<file path="config.mk">
export PLATFORM = sky130hd
export DESIGN_NAME = obstacle_tracker
export DESIGN_NICKNAME = d
export VERILOG_FILES = /design/src/rtl/obstacle_tracker.sv
export SDC_FILE = /design/constraint.sdc
export NUM_CORES = 1
export LEC_CHECK = 0
export ABC_AREA = 1
export CAP_MARGIN = 25
export CORE_ASPECT_RATIO = 0.5
export CORE_MARGIN = 4
export CORE_UTILIZATION = 55
export CTS_CLUSTER_SIZE = 12
export DETAILED_ROUTE_END_ITERATION = 10
export PLACE_DENSITY = 0.87
export SYNTH_ARGS = -nofsm -noshare
export SYNTH_HDL_FRONTEND = slang
export SYNTH_SLANG_ARGS = --single-unit
</file>
<file path="constraint.sdc">
create_clock -name clk -period 4.4 [get_ports clk]
set_input_delay 1.1 -clock clk [delete_from_list [all_inputs] [get_ports clk]]
set_output_delay 1.1 -clock clk [all_outputs]
set_load 0.02 [all_outputs]
</file>
<file path="src/rtl/obstacle_tracker.sv">
// -----------------------------------------------------------------------------
// obstacle_tracker
//   Play-field engine between the frame-tick/input conditioning logic and the
//   game FSM. Scrolls obstacles one column left per frame tick, spawns new
//   obstacles at the right edge at a fixed tick interval into the lowest free
//   slot (lane chosen by an 8-bit LFSR), moves the player between four lanes,
//   counts cleared obstacles and reports win/dead levels.
//
// Optional feature macro: OBSTACLE_TRACKER_LIVES_EN
//   Defined   -> adds livesLeft; the player survives collisions until the
//                last life is used.
//   Undefined -> first collision ends the game.
//
// Ports
//   clk         system clock
//   reset       synchronous active-high reset
//   run         play-state enable from the top level
//   frameTick   one-cycle pulse per frame
//   moveUp      one-cycle pulse, lane - 1 (saturating at 0)
//   moveDown    one-cycle pulse, lane + 1 (saturating at 3)
//   win         level, game won
//   dead        level, game lost
//   playerLane  current player lane 0..3
//   score       cleared-obstacle count (saturating at 255)
//   obsValid    per-slot occupied flags
//   obsX        per-slot column, slot i at [i*XW +: XW]
//   obsLane     per-slot lane, slot i at [i*2 +: 2]
//   livesLeft   remaining lives (only with OBSTACLE_TRACKER_LIVES_EN)
// -----------------------------------------------------------------------------
module obstacle_tracker #(
    parameter int NUM_OBS   = 4,
    parameter int SCREEN_W  = 64,
    parameter int PLAYER_X  = 4,
    parameter int SPAWN_GAP = 16,
    parameter int WIN_SCORE = 20,
    localparam int XW       = $clog2(SCREEN_W)
) (
    input  logic                    clk,
    input  logic                    reset,
    input  logic                    run,
    input  logic                    frameTick,
    input  logic                    moveUp,
    input  logic                    moveDown,
    output logic                    win,
    output logic                    dead,
    output logic [1:0]              playerLane,
    output logic [7:0]              score,
    output logic [NUM_OBS-1:0]      obsValid,
    output logic [NUM_OBS*XW-1:0]   obsX,
    output logic [NUM_OBS*2-1:0]    obsLane
`ifdef OBSTACLE_TRACKER_LIVES_EN
    ,
    output logic [1:0]              livesLeft
`endif
);

    localparam int CW = $clog2(SPAWN_GAP);
    localparam int IW = (NUM_OBS > 1) ? $clog2(NUM_OBS) : 1;

    localparam logic [CW-1:0] GAP_LAST  = CW'(SPAWN_GAP - 1);
    localparam logic [XW-1:0] X_SPAWN   = XW'(SCREEN_W - 1);
    localparam logic [XW-1:0] X_PLAYER  = XW'(PLAYER_X);
    localparam logic [7:0]    WIN_LIMIT = 8'(WIN_SCORE);

    typedef enum logic [1:0] {IDLE, PLAY, WON, LOST} state_e;

    state_e                     state_q, state_d;
    logic [1:0]                 lane_q, lane_d;
    logic [7:0]                 score_q, score_d;
    logic [NUM_OBS-1:0]         valid_q, valid_d;
    logic [NUM_OBS-1:0][XW-1:0] x_q, x_d;
    logic [NUM_OBS-1:0][1:0]    olane_q, olane_d;
    logic [CW-1:0]              cnt_q, cnt_d;
    logic [7:0]                 lfsr_q, lfsr_d;
`ifdef OBSTACLE_TRACKER_LIVES_EN
    logic [1:0]                 lives_q, lives_d;
`endif

    // Collision is evaluated on registered state only, so the overlap is
    // visible on the outputs one cycle before the state change it causes.
    logic [NUM_OBS-1:0] hit;
    logic               collision;
    logic               has_free;
    logic [IW-1:0]      free_idx;
    logic [3:0]         n_clear;
    logic [8:0]         score_sum;

    always_comb begin
        // NOTE: every signal written here gets a default first so no path
        // leaves it unassigned, which would otherwise infer a latch.
        hit      = '0;
        has_free = 1'b0;
        free_idx = '0;
        for (int i = 0; i < NUM_OBS; i++) begin
            hit[i] = valid_q[i] && (x_q[i] == X_PLAYER) && (olane_q[i] == lane_q);
        end
        // Scan downward so the lowest free index is the last one written.
        for (int i = NUM_OBS - 1; i >= 0; i--) begin
            if (!valid_q[i]) begin
                has_free = 1'b1;
                free_idx = IW'(i);
            end
        end
        collision = |hit;
    end

    always_comb begin
        state_d   = state_q;
        lane_d    = lane_q;
        score_d   = score_q;
        valid_d   = valid_q;
        x_d       = x_q;
        olane_d   = olane_q;
        cnt_d     = cnt_q;
        n_clear   = '0;
        score_sum = '0;
`ifdef OBSTACLE_TRACKER_LIVES_EN
        lives_d   = lives_q;
`endif
        // Fibonacci LFSR, x^8+x^6+x^5+x^4+1; free-running in every state.
        lfsr_d = {lfsr_q[6:0], lfsr_q[7] ^ lfsr_q[5] ^ lfsr_q[4] ^ lfsr_q[3]};

        unique case (state_q)
            IDLE: begin
                if (run) begin
                    state_d = PLAY;
                    lane_d  = 2'd1;
                    score_d = '0;
                    valid_d = '0;
                    cnt_d   = '0;
`ifdef OBSTACLE_TRACKER_LIVES_EN
                    lives_d = 2'd3;
`endif
                end
            end

            PLAY: begin
                if (!run) begin
                    state_d = IDLE;
                end else if (collision) begin
                    // A collision cycle only resolves the hit; scrolling,
                    // spawning and moves resume on the following cycle.
`ifdef OBSTACLE_TRACKER_LIVES_EN
                    if (lives_q > 2'd1) begin
                        lives_d = lives_q - 2'd1;
                        valid_d = valid_q & ~hit;
                    end else begin
                        lives_d = 2'd0;
                        state_d = LOST;
                    end
`else
                    state_d = LOST;
`endif
                end else begin
                    if (score_q >= WIN_LIMIT) begin
                        state_d = WON;
                    end

                    if (moveUp && !moveDown && lane_q != 2'd0) begin
                        lane_d = lane_q - 2'd1;
                    end else if (moveDown && !moveUp && lane_q != 2'd3) begin
                        lane_d = lane_q + 2'd1;
                    end

                    if (frameTick) begin
                        for (int i = 0; i < NUM_OBS; i++) begin
                            if (valid_q[i]) begin
                                if (x_q[i] == '0) begin
                                    valid_d[i] = 1'b0;
                                    n_clear    = n_clear + 4'd1;
                                end else begin
                                    x_d[i] = x_q[i] - XW'(1);
                                end
                            end
                        end
                        score_sum = {1'b0, score_q} + {5'd0, n_clear};
                        score_d   = score_sum[8] ? 8'hFF : score_sum[7:0];

                        // The spawn target is chosen from pre-tick validity,
                        // so a slot clearing on this tick cannot be reused yet.
                        if (cnt_q == GAP_LAST) begin
                            cnt_d = '0;
                            if (has_free) begin
                                valid_d[free_idx] = 1'b1;
                                x_d[free_idx]     = X_SPAWN;
                                olane_d[free_idx] = lfsr_q[1:0];
                            end
                        end else begin
                            cnt_d = cnt_q + CW'(1);
                        end
                    end
                end
            end

            WON, LOST: begin
                if (!run) begin
                    state_d = IDLE;
                end
            end

            default: state_d = IDLE;
        endcase
    end

    always_ff @(posedge clk) begin
        // NOTE: the slot arrays are plain flops and are reset along with the
        // rest of the state so obsX/obsLane never show stale or unknown data.
        if (reset) begin
            state_q <= IDLE;
            lane_q  <= 2'd1;
            score_q <= '0;
            valid_q <= '0;
            x_q     <= '0;
            olane_q <= '0;
            cnt_q   <= '0;
            lfsr_q  <= 8'hA5;
`ifdef OBSTACLE_TRACKER_LIVES_EN
            lives_q <= 2'd3;
`endif
        end else begin
            // NOTE: non-blocking assignments so every register samples the
            // pre-edge values computed above, independent of statement order.
            state_q <= state_d;
            lane_q  <= lane_d;
            score_q <= score_d;
            valid_q <= valid_d;
            x_q     <= x_d;
            olane_q <= olane_d;
            cnt_q   <= cnt_d;
            lfsr_q  <= lfsr_d;
`ifdef OBSTACLE_TRACKER_LIVES_EN
            lives_q <= lives_d;
`endif
        end
    end

    assign win        = (state_q == WON);
    assign dead       = (state_q == LOST);
    assign playerLane = lane_q;
    assign score      = score_q;
    assign obsValid   = valid_q;
    assign obsX       = x_q;
    assign obsLane    = olane_q;
`ifdef OBSTACLE_TRACKER_LIVES_EN
    assign livesLeft  = lives_q;
`endif

endmodule

</file>
### Word level (Yosys, flattened, before mapping)

Index checks and enable logic that the tools add are counted.

| storage, ports and cells | value |
|---|---|
| flip-flop bits (word level) | 60 |
| latch bits | 0 |
| bits in writable memories | 0 |
| ROM bits | 0 |
| output and inout port bits | 48 |
| memories kept | 0 |

| cells by class | value |
|---|---|
| add/subtract/negate cells | 11 |
| $mul | 0 |
| div/mod/pow operators | 0 |
| magnitude comparators | 3 |
| equal/unequal tests | 20 |
| shift-type cells | 0 |
| multiplexer cells | 118 |
| bitwise gates (word level) | 6 |
| reductions and logical operators | 29 |

Operator list:

| cell | count |
|---|---|
| $mux 6 | 25 |
| $mux 4 | 32 |
| $mux 24 | 2 |
| $mux 8 | 5 |
| $mux 1 | 31 |
| $mux 2 | 14 |
| $eq 6x3->1 const B | 4 |
| $logic_not 6->1 | 4 |
| $or 24x24->24 | 1 |
| $sub 6x1->6 const B | 4 |
| $add 4x1->4 const B | 4 |
| $pmux 4 s2 | 2 |
| $pmux 8 s2 | 1 |
| $logic_and 1x1->1 | 13 |
| $demux 6 s2 | 1 |
| $ne 2x2->1 const B | 6 |
| $reduce_and 5->1 | 2 |
| $add 8x4->9 | 1 |
| $bwmux 8 | 1 |
| $eq 2x2->1 | 4 |
| $ge 8x5->1 const B | 1 |
| $pmux 2 s3 | 1 |
| $reduce_and 6->1 | 1 |
| $demux 2 s2 | 1 |
| other kinds (21) | 26 |

### Longest topological paths before layout

Gate-level depths: netlist (run 1).

| depth | value |
|---|---|
| depth in word-level cells | 34 |
| gate-level depth with buffers | 26 |
| depth with buffers taken out | 26 |

### Worst setup path before layout (run 1)

Ideal clock, no wire load.

| path | value |
|---|---|
| kind | reg-to-reg |
| from | register x_q, in the netlist obsX[0] |
| to | register score_q[6], in the netlist score[6] |
| library setup time | 120 ps |
| arrival time | 3,476 ps |
| required time | 4,280 ps |
| path slack | 805 ps |
| cell stages (with the launch flop) | 22 |
| cell sequence | dfxtp_1 inv_1 ha_1 nand3_1 nor2_1 ha_1 nand2_1 o21ai_2 ha_1 nand2_1 o21ai_0 ha_1 inv_1 o21ai_0 inv_1 fa_1 o21ai_0 nand2_1 nor2_1 nand3_1 nand2_1 a21oi_1 |

| between the ends | value |
|---|---|
| cells in the longest elaborated chain, start to end | 34 |

Ends and longest elaborated chain:

| item | RTL line | source |
|---|---|---|
| start, declared | 71 | `logic [NUM_OBS-1:0][XW-1:0] x_q, x_d;` |
| start signal, assigned | 213 | `x_q <= '0;` |
| start signal, assigned | 227 | `x_q <= x_d;` |
| $logic_not 6->1 | 168 | `if (x_q[i] == '0) begin` |
| $mux 1 | 168 |  |
| $mux 1 | 167 | `if (valid_q[i]) begin` |
| $mux 4 | 165 | `if (frameTick) begin` |
| $mux 4 | 140 | `end else if (collision) begin` |
| $mux 4 | 138 | `if (!run) begin` |
| $mux 4 | 123 | `unique case (state_q)` |
| $add 4x1->4 | 170 | `n_clear = n_clear + 4'd1;` |
| [18 not listed] | n/a |  |
| $mux 4 | 138 |  |
| $mux 4 | 123 |  |
| $add 8x4->9 | 176 | `score_sum = {1'b0, score_q} + {5'd0, n_clear};` |
| $mux 8 | 177 | `score_d = score_sum[8] ? 8'hFF : score_sum[7:0];` |
| $mux 8 | 165 |  |
| $mux 8 | 140 |  |
| $mux 8 | 138 |  |
| $pmux 8 s2 | 123 |  |
| end signal, assigned | 225 | `score_q <= score_d;` |
| end, declared | 69 | `logic [7:0] score_q, score_d;` |

Parallel ways exist; a longest one is shown, timed or not. The select of a mux whose other input is x is not followed.
A chain may end at the register's enable or synchronous reset.

### Final worst setup path (run 1)

| path | value |
|---|---|
| from | register x_q, in the netlist obsX[0] |
| to | register score_q[5], in the netlist score[5] |

The elaborated chain is that of the path after synthesis.

==> results.tsv, run 1 <==
metric	value	unit
status	completed	
dieArea	0.00839	mm2
die_height	66.8	um
hold_viol	0	
nNetsFinal	676	
critical_path_class	reg2reg	
endpoint_kind	register	
cts_buffer_depth	2	
grt_pass1_vias	3382	
critPathLaunchType	register	
ys_warn_count	0	
crit_end	score[5]	
r2r-end	score[5]	
dp_hpwl	6670	um
relSlewSlack	31.4	%
r2r_slack	530	ps
ys_types	35	
worstReg2RegStart	obsX[0]	
grt_usage	23.8	%
drv_cap	0	
vias	3949	
core	0.00670	mm2
numCtsBuffers	9	
finalSetupViolations	0	
crit_path_start	obsX[0]	
drtPass1Iterations	5	
drv_slew	0	
num_io_pins	54	
critical_path_arrival	4140	ps
worst_pin_slew	1030	ps
fillers	563	
cts_tree	yes	
drc_errors	0	
worstRegToRegCells	20	
gp_congestion	0.901	
die-width	126	um
diodes	0	
row_count	21	
clk_latency	340	ps
root_buffer	clkbuf_16	
cts_sinks	60	
layout_commonest_cell	nand2_1	
crit_fanout	6	
cts_hold_buf	0	
antenna_left	0	
leakage	2.06	nW
syn_inst	603	
fin_setup_tns	0	ps
antenna_found_initial	0	
post-route-min-period	3870	ps
drt_iter0_markers	478	
synth_seq_cells	60	
skew	6.90	ps
grt_max_degree	47	
start_util	56.7	%
port_buffers	53	
syn_nets	626	
hold_slack	416	ps
viasPerCell	5.27	
routed_wl	9670	um
seq_area	0.00120	mm2
grt_pass1_wl	15900	um
rsz0062_at_grt	false	
synth-seq-area-share	31.6	%
worst-endpoint-required	4670	ps
syn_avg_cell_area	6.30	um2
finalCritPeriodShare	88.0	%
powerDensity	334	mW/mm2
final_layout_size_suffix_gt1_share	4.71	%
overflow	0	
holdCritPathClass	reg2reg	
htree_levels	3	
multi_input_area	0.00216	mm2
timing.fmax	258	MHz
clk_pin_slew	50	ps
synth_area	0.00380	mm2
final_cell_mix	nand2_1, nor2_1, inv_1	
wl_per_cell	12.9	um
ir_drop	0.175	mV
area_growth	22.8	%
-- layout make-up --
class / count / share of cell area (%)
clock buffers: 12 / 5.50
well taps: 92 / 2.47
multi-input cells: 437 / 46.4
repair buffers: 55 / 11.7
clock inverters: 4 / 1.02
inverters: 90 / 7.24
flip-flops and latches: 60 / 25.7
-- metrics by stage --
step | utilization [%] | instances | total power, mW | worst slack, ps | cell area (um2)
2_1_floorplan | - | 603 | 0.780 | 805 | 3800
6_report | 69.7 | 750 | 1.56 | 530 | 4670
4_1_cts | 69.7 | 750 | 1.56 | 465 | 4670
3_3_place_gp | 65.1 | 734 | 0.842 | 618 | 4360
5_1_grt | 69.7 | 750 | 1.63 | 47.1 | 4670
3_5_place_dp | 65.1 | 734 | 0.847 | 537 | 4360
-- how the worst min path moves through the flow --
stage	cells after the start	start	slack, ps	endpoint
after floorplan	2	lfsr_q[2]	390	lfsr_q[3]
after global placement	1	lfsr_q[6]	390	lfsr_q[7]
after detailed placement	1	lfsr_q[6]	400	lfsr_q[7]
after CTS	2	lfsr_q[2]	420	lfsr_q[3]
after global routing	2	lfsr_q[2]	430	lfsr_q[3]
final	2	lfsr_q[2]	420	lfsr_q[3]
-- power by group --
group | switching, mW | internal [mW]
sequential | 0.0297 | 0.567
combinational | 0.162 | 0.0845
clock | 0.251 | 0.467
-- synthesized netlist by cell type --
library cell / n / share of area [%]
nor3b_1: 1 / 0.20
o21ai_0: 26 / 3.4
buf_1: 1 / 0.099
fa_1: 1 / 0.53
o21ai_2: 1 / 0.23
or2_2: 4 / 0.66
inv_2: 3 / 0.30
nand2_2: 1 / 0.16
o211ai_1: 1 / 0.20
o31ai_1: 1 / 0.20
nand3_2: 2 / 0.53
nor2_2: 2 / 0.33
o21ai_1: 3 / 0.39
a211oi_1: 1 / 0.20
nand2_1: 159 / 16
clkbuf_1: 5 / 0.49
xnor2_1: 5 / 1.2
nor2_8: 1 / 0.53
buf_2: 4 / 0.53
buf_4: 3 / 0.59
nor2_1: 87 / 8.6
inv_1: 87 / 8.6
nand3b_1: 1 / 0.20
nand3_1: 38 / 5.0
nand4_1: 12 / 2.0
o22ai_1: 1 / 0.16
a21oi_1: 43 / 5.7
a31oi_1: 1 / 0.16
nor3_1: 11 / 1.4
ha_1: 16 / 5.3
dfxtp_1: 60 / 32
buf_6: 3 / 0.89
nor4_1: 2 / 0.33
xor2_1: 15 / 3.5
o221ai_1: 1 / 0.23
-- registers in the layout, indices dropped and copies added (netlist names) --
signal      cells
cnt_q           4
lfsr_q          8
obsLane         8
obsValid        4
obsX           24
playerLane      2
score           8
state_q         2
-- logic make-up (layout without fill, tap and decap cells) --
logic type,Yosys count,in the layout,share of synthesized area (%)
and+or+nand+nor,321,321,35.6
buffers and inverters,106,161,11.5
AOI/OAI and AO/OA,79,79,10.9
DFF,60,60,31.6
xor gates and xnor gates,20,20,4.61
adders and majority gates,17,17,5.79
-- worst max-delay path, cell delays in order (launching register included) --
cell     delay, ps
dfxtp_1        300
inv_1          130
ha_1           210
nand3_1        200
nor2_1         220
ha_1           260
nand2_1         90
o21ai_2         80
ha_1           270
nand2_1         60
o21ai_0        140
ha_1           320
inv_1           30
o21ai_0        230
inv_1           90
fa_1           430
o21ai_1        220
nand2_1        180
nand3_1        120
nand2_1         50
a21oi_1        150
-- timing repair --
item                       4_1_cts  5_1_grt
setup buffers                    0        0
setup endpoints to repair        0        7
resized for setup                0        1
hold endpoints to repair         0        0
-- metal layers --
layer / vias up / part of all wire (%) / global-route usage, %
li1: 2008 / - / -
met4: 0 / 0.85 / 4.59
met2: 148 / 44 / 39.0
met3: 10 / 8.2 / 8.49
met5: - / 0 / 0
met1: 1783 / 47 / 30.6
Note: power is estimated with default switching activity, not from simulation.
==> run 2: changes to the inputs <==
- HOLD_SLACK_MARGIN: default -> 0.08
==> results of run 2 <==
The final DEF is identical to that of run 1; final timing and power are the same.
